===== config.mk =====
export PLATFORM = sky130hd
export DESIGN_NAME = alu_operand_register
export DESIGN_NICKNAME = d
export VERILOG_FILES = /design/src/rtl/alu_operand_pkg.sv /design/src/rtl/operand_fifo.sv /design/src/rtl/alu_operand_register.sv
export SDC_FILE = /design/constraint.sdc
export NUM_CORES = 1
export LEC_CHECK = 0
export BUFFER_PORTS_ARGS = -buffer_cell sky130_fd_sc_hd__buf_2
export CAP_MARGIN = 10
export CORE_MARGIN = 3
export CORE_UTILIZATION = 28
export DETAILED_ROUTE_END_ITERATION = 6
export PLACE_DENSITY_LB_ADDON = 0.2
export SLEW_MARGIN = 20
export SYNTH_ARGS = -nofsm -noshare
export SYNTH_HDL_FRONTEND = slang
export SYNTH_SLANG_ARGS = --single-unit
export TNS_END_PERCENT = 10

===== constraint.sdc =====
create_clock -name clk -period 1.6 [get_ports clk]
set_input_delay 0.08 -clock clk [delete_from_list [all_inputs] [get_ports clk]]
set_output_delay 0.08 -clock clk [all_outputs]
set_load 0.02 [all_outputs]

===== src/rtl/alu_operand_pkg.sv =====
// Shared defaults, source-bus indices and the load priority encoder for the ALU operand register.
package alu_operand_pkg;

  localparam int unsigned DEF_WIDTH   = 8;
  localparam int unsigned DEF_NUM_SRC = 3;
  localparam int unsigned DEF_DEPTH   = 2;
  localparam int unsigned MAX_SRC     = 32;

  typedef enum int unsigned {
    SRC_DATA_BUS = 0,
    SRC_ADDR_LOW = 1,
    SRC_CONST    = 2
  } src_idx_e;

  // Lowest set bit wins; returns 0 when nothing is requested (caller qualifies with |load_en).
  function automatic int unsigned prio_sel(input logic [MAX_SRC-1:0] load_en);
    int unsigned idx;
    logic        found;
    idx   = 0;
    found = 1'b0;
    for (int unsigned i = 0; i < MAX_SRC; i++) begin
      if (load_en[i] && !found) begin
        idx   = i;
        found = 1'b1;
      end
    end
    return idx;
  endfunction

endpackage


===== src/rtl/operand_fifo.sv =====
// Small FIFO holding staged ALU operands; occupancy is tracked by count rather than pointer compare.
module operand_fifo #(
  parameter int unsigned WIDTH = 8,
  parameter int unsigned DEPTH = 2
) (
  input  logic                       clk,
  input  logic                       rst_n,
  input  logic                       push,
  input  logic                       pop,
  input  logic [WIDTH-1:0]           din,
  output logic [WIDTH-1:0]           head,
  output logic [$clog2(DEPTH+1)-1:0] count,
  output logic                       full
);

  localparam int unsigned PTR_W = $clog2(DEPTH);
  localparam int unsigned CNT_W = $clog2(DEPTH+1);

  logic [WIDTH-1:0] mem [DEPTH];
  logic [PTR_W-1:0] wr_ptr;
  logic [PTR_W-1:0] rd_ptr;

  always_ff @(posedge clk) begin
    if (push) mem[wr_ptr] <= din;
  end

  always_ff @(posedge clk or negedge rst_n) begin
    if (!rst_n) begin
      wr_ptr <= '0;
      rd_ptr <= '0;
      count  <= '0;
    end else begin
      if (push) wr_ptr <= wr_ptr + PTR_W'(1);
      if (pop)  rd_ptr <= rd_ptr + PTR_W'(1);
      case ({push, pop})
        2'b10:   count <= count + CNT_W'(1);
        2'b01:   count <= count - CNT_W'(1);
        default: count <= count;
      endcase
    end
  end

  assign head = mem[rd_ptr];
  assign full = (count == CNT_W'(DEPTH));

endmodule


===== src/rtl/alu_operand_register.sv =====
// ALU operand input register: priority source select, optional inversion, FIFO staging and
// a holding register that retains the last consumed operand while the queue is empty.
module alu_operand_register
  import alu_operand_pkg::*;
#(
  parameter int unsigned WIDTH   = DEF_WIDTH,
  parameter int unsigned NUM_SRC = DEF_NUM_SRC,
  parameter int unsigned DEPTH   = DEF_DEPTH
) (
  input  logic                       clk,
  input  logic                       rst_n,
  input  logic [NUM_SRC*WIDTH-1:0]   src_data,
  input  logic [NUM_SRC-1:0]         load_en,
  input  logic                       invert_en,
  output logic [WIDTH-1:0]           operand_out,
  output logic                       operand_valid,
  input  logic                       operand_ready,
  output logic [$clog2(DEPTH+1)-1:0] count,
  output logic                       full,
  output logic                       overflow,
  input  logic                       overflow_clr
);

  logic             load;
  logic             push;
  logic             pop;
  logic             drop;
  int unsigned      sel;
  logic [WIDTH-1:0] word;
  logic [WIDTH-1:0] head;
  logic [WIDTH-1:0] hold_q;

  always_comb begin
    load = |load_en;
    sel  = prio_sel(MAX_SRC'(load_en));
    word = src_data[sel*WIDTH +: WIDTH];
    if (invert_en) word = ~word;
  end

  assign operand_valid = (count != '0);
  assign pop           = operand_valid & operand_ready;
  // A full queue still accepts a load when the head leaves in the same cycle.
  assign push          = load & (!full | pop);
  assign drop          = load & full & !pop;

  operand_fifo #(
    .WIDTH (WIDTH),
    .DEPTH (DEPTH)
  ) u_fifo (
    .clk   (clk),
    .rst_n (rst_n),
    .push  (push),
    .pop   (pop),
    .din   (word),
    .head  (head),
    .count (count),
    .full  (full)
  );

  always_ff @(posedge clk or negedge rst_n) begin
    if (!rst_n) begin
      overflow <= 1'b0;
      hold_q   <= '0;
    end else begin
      if (drop)              overflow <= 1'b1;
      else if (overflow_clr) overflow <= 1'b0;
      if (pop) hold_q <= head;
    end
  end

  assign operand_out = operand_valid ? head : hold_q;

endmodule


==> flow_summary.ini, run 1 <==
[run_status]
status = completed

[drt]
wl_met3_um = 238
ant_nets = 0
drcViolationCount = 0
vias = 1301
routed.top_layer = met4
avgRoutedWirePerCell_um = 11.9
met2_length_um = 1360
vias_per_cell = 4.56
wl_met1_um = 1730
routed_wl_um = 3390
drt_iter0_markers = 40
dr.pass1.iters = 4

[cts]
cts_setup_buffers = 0
cts-htree-levels = 2
clk_pin_slew_worst_paths_ns = 0.06
numCtsBuffers = 5
cts_sinks = 29
cts_root_buffer = clkbuf_8
cts_tree = yes
clockBufferDepth = 2
clk_latency_ns = 0.28

[run]
max_cap_viol_count = 0

[setup_path]
cp_max_fo = 8
cp_top_family = simple AND/OR/NAND/NOR gates
critical_path_class = reg -> reg
cp-end-kind = flip-flop
crit_buf_inv = 0
crit_chain = or3b_4 -> nand2b_4 -> nor2_1
required_ns = 1.51
start_kind = flip-flop
cp_slowest_cell = nor2_1
slowest_delay_ns = 0.52
cp.arrival_ns = 1.50

[placement]
portBuffers = 44
hpwl_um = 2570
gp_congestion = 0.717
dpl_cell_area_um2 = 1970

[synthesis]
yosysTopAreaCellShare_pct = 29.6
netlist_instances = 159
yosys-top-cells-area = edfxtp_1 (30%), dfrtp_1 (20%), a21oi_1 (4.9%)
synth_top_area_cell = edfxtp_1
synth.ff_latch_count = 29
yosysSeqAreaShare_pct = 49.6
syn_area_um2 = 1620
synth_warnings = 0
synth.distinct_cells = 28
syn-num-nets = 192
postSynthAreaPerCell_um2 = 10.2

[sta]
fin_crit_sh_pct = 99.8
finalMaxSlewViolations = 0
hold_viol_final = 0
relSlewSlack_pct = 54.8
tightest_slew_ns = 0.675
finalSetupViolCount = 0
rsz0062_at_grt = true
skew_ns = 0.00766
min_period_ns = 1.60
clock.fmax_ghz = 0.626

[final_layout]
diodes = 0
syn_to_final_growth_pct = 29.8
drive_gt1_share_pct = 37.6
nFillCells = 551
multi_input_area_um2 = 774
regArea_um2 = 808
stdcell_area_um2 = 2110
nets = 245

[power_and_ir_drop]
p_per_area_nw_per_um2 = 1680
ir_drop_uv = 842
p_leak_nw = 0.953
p_total_mw = 3.53

[hold_path]
min-delay-path-class = in -> reg

[grt]
grt_pass1_wl_um = 5770
grt_start_max_net_pins = 26
antenna_found_initial = 0
grt_overflow = 0
grtUsageTotal_pct = 11.3
first_global_vias = 1235

[floorplan]
num_io_pins = 45
dieArea_um2 = 6750
initial_core_util_pct = 29.1
core_area_um2 = 5570
die_y_um = 82.2
num_rows = 27
die_w_um = 82.2
## cell usage after synthesis, drive strengths merged
| master | instances |
|---|---|
| and2 | 1 |
| o21ai | 9 |
| nor3b | 1 |
| xor2 | 1 |
| a21oi | 16 |
| dfrtp | 13 |
| a211oi | 8 |
| nand2 | 16 |
| or3b | 2 |
| o22ai | 1 |
| nor2b | 1 |
| inv | 3 |
| nor2 | 11 |
| nor3 | 1 |
| xnor2 | 4 |
| a2111oi | 8 |
| or2 | 9 |
| nand2b | 2 |
| ha | 1 |
| mux2i | 8 |
| clkbuf | 7 |
| edfxtp | 16 |
| a21o | 8 |
| buf | 4 |
| and3b | 8 |
## state kept, by name, summed over array words and instances, names as in the netlist
name and cells:
overflow 1, u_fifo.mem 16, u_fifo.wr_ptr 1, hold_q 8, u_fifo.count 2, u_fifo.rd_ptr 1
## worst register-to-register path, delay by kind of cell, from the launching register on
family	cells	cell delay [ns]
flip-flops	1	0.40
AND/OR/NAND/NOR	3	0.83
## power by group
group          switching (mW)  leakage, nW  internal (mW)
Combinational           0.992        0.602          0.707
Clock                   0.280       0.0439          0.299
Sequential              0.107        0.306           1.15
Total                    1.38        0.953           2.15
## final timing paths
path	slack [ns]	end	startpoint	cells past startpoint
min in group asynchronous	0.23	hold_q[7]	rst_n	2
worst max register to register	0.002	u_fifo.mem[1][4]	u_fifo.count[1]	3
worst min register to register	0.48	hold_q[0]	hold_q[0]	2
worst min-delay path	0.13	overflow	load_en[2]	3
max in group asynchronous	1.11	u_fifo.count[0]	rst_n	2
worst max-delay path	0.002	u_fifo.mem[1][4]	u_fifo.count[1]	3
## metal layers
metal  global-route usage, %  vias to the layer above
met3                    3.36                        6
met4                    5.15                        0
met5                       0                        -
met1                    15.1                      567
met2                    16.6                       46
li1                        -                      682
## layout by cell type (no fill, tap or decap), drive strengths merged, types with 2 or more instances in the layout
| master | count |
|---|---|
| nand2 | 16 |
| dlygate4sd3 | 2 |
| nor2 | 11 |
| mux2i | 8 |
| a21o | 8 |
| or2 | 9 |
| dfrtp | 13 |
| a211oi | 8 |
| a21oi | 16 |
| clkbuf | 5 |
| and3b | 8 |
| a2111oi | 8 |
| or3b | 2 |
| xnor2 | 4 |
| buf | 55 |
| inv | 3 |
| o21ai | 9 |
| clkinv | 2 |
| nand2b | 2 |
| edfxtp | 16 |
## final cells by class
type / count / area share (%)
sequential: 29 / 38.3
inverter: 3 / 0.534
clock buffer: 5 / 3.26
multi-input combinational: 116 / 36.7
clock inverter: 3 / 0.831
timing repair buffer: 57 / 16.0
tap: 72 / 4.27
## kinds of logic (layout without fill, tap and decap cells)
logic type | after synthesis | in the layout | synth area share [%]
simple gates | 52 | 52 | 17.9
compound gates | 50 | 50 | 19.8
flops | 29 | 29 | 49.6
buf+inv | 14 | 68 | 4.31
mux | 8 | 8 | 4.93
xor+xnor | 5 | 5 | 2.70
fa+ha+maj | 1 | 1 | 0.770
## per-stage QoR
stage,setup TNS (ns),setup slack [ns],instances,utilization [%],hold slack (ns)
floorplan,-0.0113,-0.0113,159,-,-0.216
global placement,-0.230,-0.0184,275,35.4,-0.00484
detailed placement,-0.391,-0.0376,275,35.4,-0.00199
CTS,-0.656,-0.0562,285,37.3,0.125
global route,-0.687,-0.0600,285,37.8,0.171
finish,0,0.00246,285,37.8,0.129
## what timing repair did
action	in CTS	in global routing
hold buffers	2	0
endpoints found under the hold margin	14	0
gates cloned	0	0
resized for setup	2	9
endpoints found under the setup margin	25	25
Note: power is estimated with default switching activity, not from simulation.
==> run 2, diff against run 1 <==
Settings changed: ABC_AREA set to 1.
Clock period 1.6 ns to 2.1 ns, I/O delays scaled along.
==> run 2 against run 1 <==
Against the previous run: register-to-register slack improved by 0.50 ns; total power shrank 26%; wire length grew 13%; clock power decreased by 24%; first-iteration DRC count rose by 88%; worst setup slack improved by 0.38 ns; final cell count is 26% higher; area after synthesis grew 12%; clock skew decreased by 0.0052 ns; non-clock buffer count is 9 lower; critical path depth grew 1; die area is 11% higher; critical path type is now reg -> out.
==> flow_summary.ini, run 2 <==
[final_layout]
final_common_cell = nand2_1
drive_gt1_share_pct = 22.1
stdcell_area_um2 = 2180
diodes = 0
mostFrequentLayoutCells = nand2_1 (77), nand3_1 (49), buf_2 (44)
largest_reg_flops = 16
top_register = u_fifo.mem
largestRegisters = u_fifo.mem (16), hold_q (8), u_fifo.count (2)
final_util_pct = 35.7
syn_to_final_growth_pct = 19.4
final-instance-count-excl-fill = 360
nets = 317

[drt]
vias = 1541
avgRoutedWirePerCell_um = 10.7
drcViolationCount = 0
ant_nets = 0
routed_wl_um = 3840
drt_iter0_markers = 75
dr.pass1.iters = 4
vias_per_cell = 4.28

[synthesis]
synth_top_area_cell = edfxtp_1
synth_edf_count = 16
postSynthAreaPerCell_um2 = 7.63
yosys.cell_count.top_type = nand2_1
yosysSeqAreaShare_pct = 44.2
syn_area_um2 = 1820
synth.ff_latch_count = 29
netlist_instances = 239
syn-num-nets = 272
yosys-top-cells-area = edfxtp_1 (26%), dfrtp_1 (18%), nand2_1 (16%)
ys.flop_type = edfxtp_1
synth_warnings = 0
synth.distinct_cells = 21
async_reset_ff_share_pct = 44.8
synth_common_cells = nand2_1 (77), nand3_1 (49), inv_1 (31)
yosysTopAreaCellShare_pct = 26.4

[hold_path]
min-delay-path-class = in -> reg
whs_endpoint = overflow
min-delay-start = overflow_clr
worstHoldPathCells = 2

[grt]
grt_pass1_wl_um = 6600
grtUsageTotal_pct = 10.9
first_global_vias = 1421
grt_start_max_net_pins = 19
grt_overflow = 0
antenna_found_initial = 0

[sta]
whs_ns = 0.0304
min_period_ns = 1.71
hold_viol_final = 0
fin_tns_setup_ns = 0
clock.fmax_ghz = 0.583
fin_crit_sh_pct = 81.7
tightest_slew_ns = 0.466
rsz0062_at_grt = false
skew_ns = 0.00249
finalSetupViolCount = 0
relSlewSlack_pct = 68.9
finalMaxSlewViolations = 0
setup_ws_ns = 0.385

[placement]
dpl_cell_area_um2 = 2080
gp_congestion = 0.735
hpwl_um = 2930
post-place-ws_ns = 0.513
dpl.cell_count = 351
portBuffers = 44

[floorplan]
num_rows = 28
initial_core_util_pct = 29.9
num_io_pins = 45
dieArea_um2 = 7520
die_y_um = 86.7
die_w_um = 86.7
core_area_um2 = 6100

[cts]
clockBufferDepth = 2
clk_pin_slew_worst_paths_ns = 0.06
cts_root_buffer = clkbuf_8
cts_tree = yes
cts_sinks = 29
cts-htree-levels = 2
clk_latency_ns = 0.28
numCtsBuffers = 5

[setup_path]
r2r_cells = 7
start_kind = flip-flop
r2r_start = u_fifo.count[0]
cp.arrival_ns = 1.61
cp-end-kind = output pin
timing.critical_path.from = u_fifo.count[1]
cp_max_fo = 17
required_ns = 2.00
r2r-end = u_fifo.count[1]
r2r_slack_ns = 0.50
critical_path_class = reg -> out

[run]
max_cap_viol_count = 0

[power_and_ir_drop]
ir_drop_uv = 612
p_total_mw = 2.61
p_per_area_nw_per_um2 = 1200
p_leak_nw = 1.13

[run_status]
status = completed
## run 2: cell count changes in the layout (fill, tap and decap cells not counted), moves of 9 or more
cell / previous run / this run
nand2_1: 16 / 77
o21ai_0: 8 / 17
buf_4: 17 / 3
a21oi_1: 16 / 2
nand3_1: 0 / 49
inv_1: 3 / 31
## run 2: cell type report
cell class	instances	area, um2
flip-flops and latches	29	806
well taps	75	93.8
fillers	679	3920
repair buffers	48	253
clock buffers	5	68.8
multi-input cells	166	808
inverters	34	130
clock inverters	3	17.5
## run 2: logic make-up after synthesis
family / Yosys count / synth area share (%)
and+or+nand+nor: 142 / 36.1
buffers and inverters: 44 / 11.5
DFF: 29 / 44.2
AOI/OAI and AO/OA: 20 / 6.11
xor gates and xnor gates: 3 / 1.44
adders and majority gates: 1 / 0.686
## run 2: repair_timing
item	CTS	global route
buffers inserted	0	0
gates resized for setup	0	0
hold buffers	1	0
hold endpoints to repair	13	0
## run 2: worst max path at each step
stage,end,depth (start not counted),slack (ns)
CTS,operand_out[6],4,0.35
finish,operand_out[6],4,0.39
detailed placement,u_fifo.count[1],8,0.51
global route,operand_out[6],4,0.20
global placement,u_fifo.count[1],8,0.54
floorplan,u_fifo.count[1],8,0.24
## run 2: metal layers
metal	wire length (um)	global-route usage (%)	vias up	share of wire, %
li1	-	-	858	-
met1	2070	15.5	625	54
met2	1460	15.9	54	38
met3	261	2.95	4	6.8
met4	48	3.82	0	1.3
met5	0	0	-	0
## run 2: critical path, cell delays in order (launching register included)
cell and delay, ns:
dfrtp_1 0.37, inv_1 0.15, nand2_1 0.32, o21ai_0 0.29
buf_2 0.20
## run 2: power breakdown
part           internal [mW]  switching (mW)  total [mW]
clock network          0.228           0.211       0.438
logic                  0.404           0.793        1.20
registers              0.872          0.0998       0.971
==> run 3, diff against run 2 <==
Clock period 2.1 ns to 1.45 ns, I/O delays scaled along.
==> run 3 against run 2 <==
Against the previous run: final area is 9.7% higher; total power is 68% higher; final cell count is 3.3% higher; global-route usage is 0.20 points higher; die area stayed put; clock skew hardly changed; clock power is 86% higher; core utilization is 3.5 points higher; register-to-register slack worse by 0.43 ns; first-iteration DRC count is 25% lower; via count is 2.9% higher; sequential power is 47% higher; critical path type is now reg -> reg; highest routed layer unchanged.
==> flow_summary.ini, run 3 (synthesis results as in run 2) <==
[power_and_ir_drop]
p_per_area_nw_per_um2 = 1840
p_leak_nw = 1.20
ir_drop_uv = 1090

[final_layout]
final-instance-count-excl-fill = 372
nFillCells = 658
largestRegisters = u_fifo.mem (16), hold_q (8), u_fifo.count (2)
drive_gt1_share_pct = 29.3
mostFrequentLayoutCells = nand2_1 (73), nand3_1 (49), buf_2 (42)
syn_to_final_growth_pct = 31.0
largest_reg_flops = 16
nets = 329
final_common_cell = nand2_1
diodes = 0
top_register = u_fifo.mem

[grt]
first_global_vias = 1422
grtUsageTotal_pct = 11.1
antenna_found_initial = 0
grt_start_max_net_pins = 18
grt_pass1_wl_um = 6560
grt_overflow = 0

[drt]
ant_nets = 0
wl_met3_um = 274
avgRoutedWirePerCell_um = 10.7
routed_wl_um = 3980
vias = 1586
vias_per_cell = 4.26
met2_length_um = 1580
wl_met1_um = 2060
drcViolationCount = 0
drt_iter0_markers = 56
routed.top_layer = met4
dr.pass1.iters = 4

[sta]
relSlewSlack_pct = 79.1
rsz0062_at_grt = true
finalSetupViolCount = 0
hold_viol_final = 0
fin_crit_sh_pct = 95.3
tightest_slew_ns = 0.314
clock.fmax_ghz = 0.723
min_period_ns = 1.38
skew_ns = 0.00253
finalMaxSlewViolations = 0
fin_tns_setup_ns = 0

[floorplan]
die_w_um = 86.7
dieArea_um2 = 7520
num_io_pins = 45
initial_core_util_pct = 29.9
core_area_um2 = 6100
num_rows = 28
die_y_um = 86.7

[setup_path]
cp-end-kind = flip-flop
path_depth = 7
cp.arrival_ns = 1.38
cp_max_fo = 9
start_kind = flip-flop
r2r_cells = 7
cp_slowest_cell = dfrtp_2
crit_buf_inv = 3
critical_path_class = reg -> reg
cp_top_family = flip-flops
r2r_slack_ns = 0.07
crit_chain = clkinv_4 -> nor2_4 -> nand2_2 -> nand2_4 -> buf_4 -> nor2_2 -> buf_12
slowest_delay_ns = 0.43
required_ns = 1.45

[cts]
clk_latency_ns = 0.28
clockBufferDepth = 2
numCtsBuffers = 5
cts_root_buffer = clkbuf_8
clk_pin_slew_worst_paths_ns = 0.06
cts_tree = yes
cts_sinks = 29
cts-htree-levels = 2

[placement]
dpl.cell_count = 357
gp_congestion = 0.724
portBuffers = 44
hpwl_um = 3040

[hold_path]
worstHoldPathCells = 4
min-delay-path-class = in -> reg

[run]
max_cap_viol_count = 0

[run_status]
status = completed
run 3: cell types whose count changed in the layout (fill, tap and decap cells not counted), sizes merged:
cell         change
inv              -1
buf             +11
bufinv           +1
dlygate4sd3      +1
run 3: timing repair:
item	4_1_cts	5_1_grt
pin swaps	2	4
hold buffers	2	0
hold endpoints to repair	14	0
setup endpoints to repair	10	25
buffers inserted	0	5
resized for setup	3	14
cloned	0	0
run 3: area by class of cell:
type                            instances  area, um2  share of cell area (%)
Multi-Input combinational cell        166        868                    36.4
Sequential cell                        29        810                    33.9
Timing Repair Buffer                   60        367                    15.3
Inverter                               34        140                    5.87
Tap cell                               75       93.8                    3.93
Clock buffer                            5       68.8                    2.88
Clock inverter                          3       41.3                    1.73
run 3: final timing paths:
path | to | from
worst max-delay path | u_fifo.mem[1][4] | u_fifo.count[1]
worst min-delay path | overflow | operand_ready
worst max register to register | u_fifo.mem[1][4] | u_fifo.count[1]
worst min register to register | overflow | overflow
max in group asynchronous | u_fifo.count[0] | rst_n
min in group asynchronous | hold_q[5] | rst_n
run 3: power breakdown:
group	switching [mW]	internal, mW	leakage, nW
sequential	0.160	1.27	0.312
clock	0.309	0.505	0.0518
combinational	1.27	0.873	0.838
total	1.74	2.65	1.20
run 3: through the flow:
stage	worst slack [ns]	utilization, %	instance area [um2]	hold slack (ns)	power, mW
4_1_cts	0.00205	38.0	2310	0.187	4.23
3_3_place_gp	0.0317	35.7	2170	-0.0108	3.34
2_1_floorplan	-0.0813	-	1860	-0.223	2.74
5_1_grt	-0.0147	39.2	2390	0.222	4.80
6_report	0.0675	39.2	2390	0.189	4.39
3_5_place_dp	-0.00199	35.7	2170	-0.0149	3.37
run 3: metal layers:
| metal | up-vias | global-route usage [%] |
|---|---|---|
| li1 | 886 | - |
| met1 | 650 | 15.6 |
| met2 | 45 | 16.2 |
| met3 | 5 | 3.42 |
| met4 | 0 | 3.82 |
| met5 | - | 0 |
run 3: worst min-delay path, cell delays in order:
cell     delay [ns]
buf_2          0.07
inv_1          0.08
nand3_1        0.10
o21ai_0        0.09
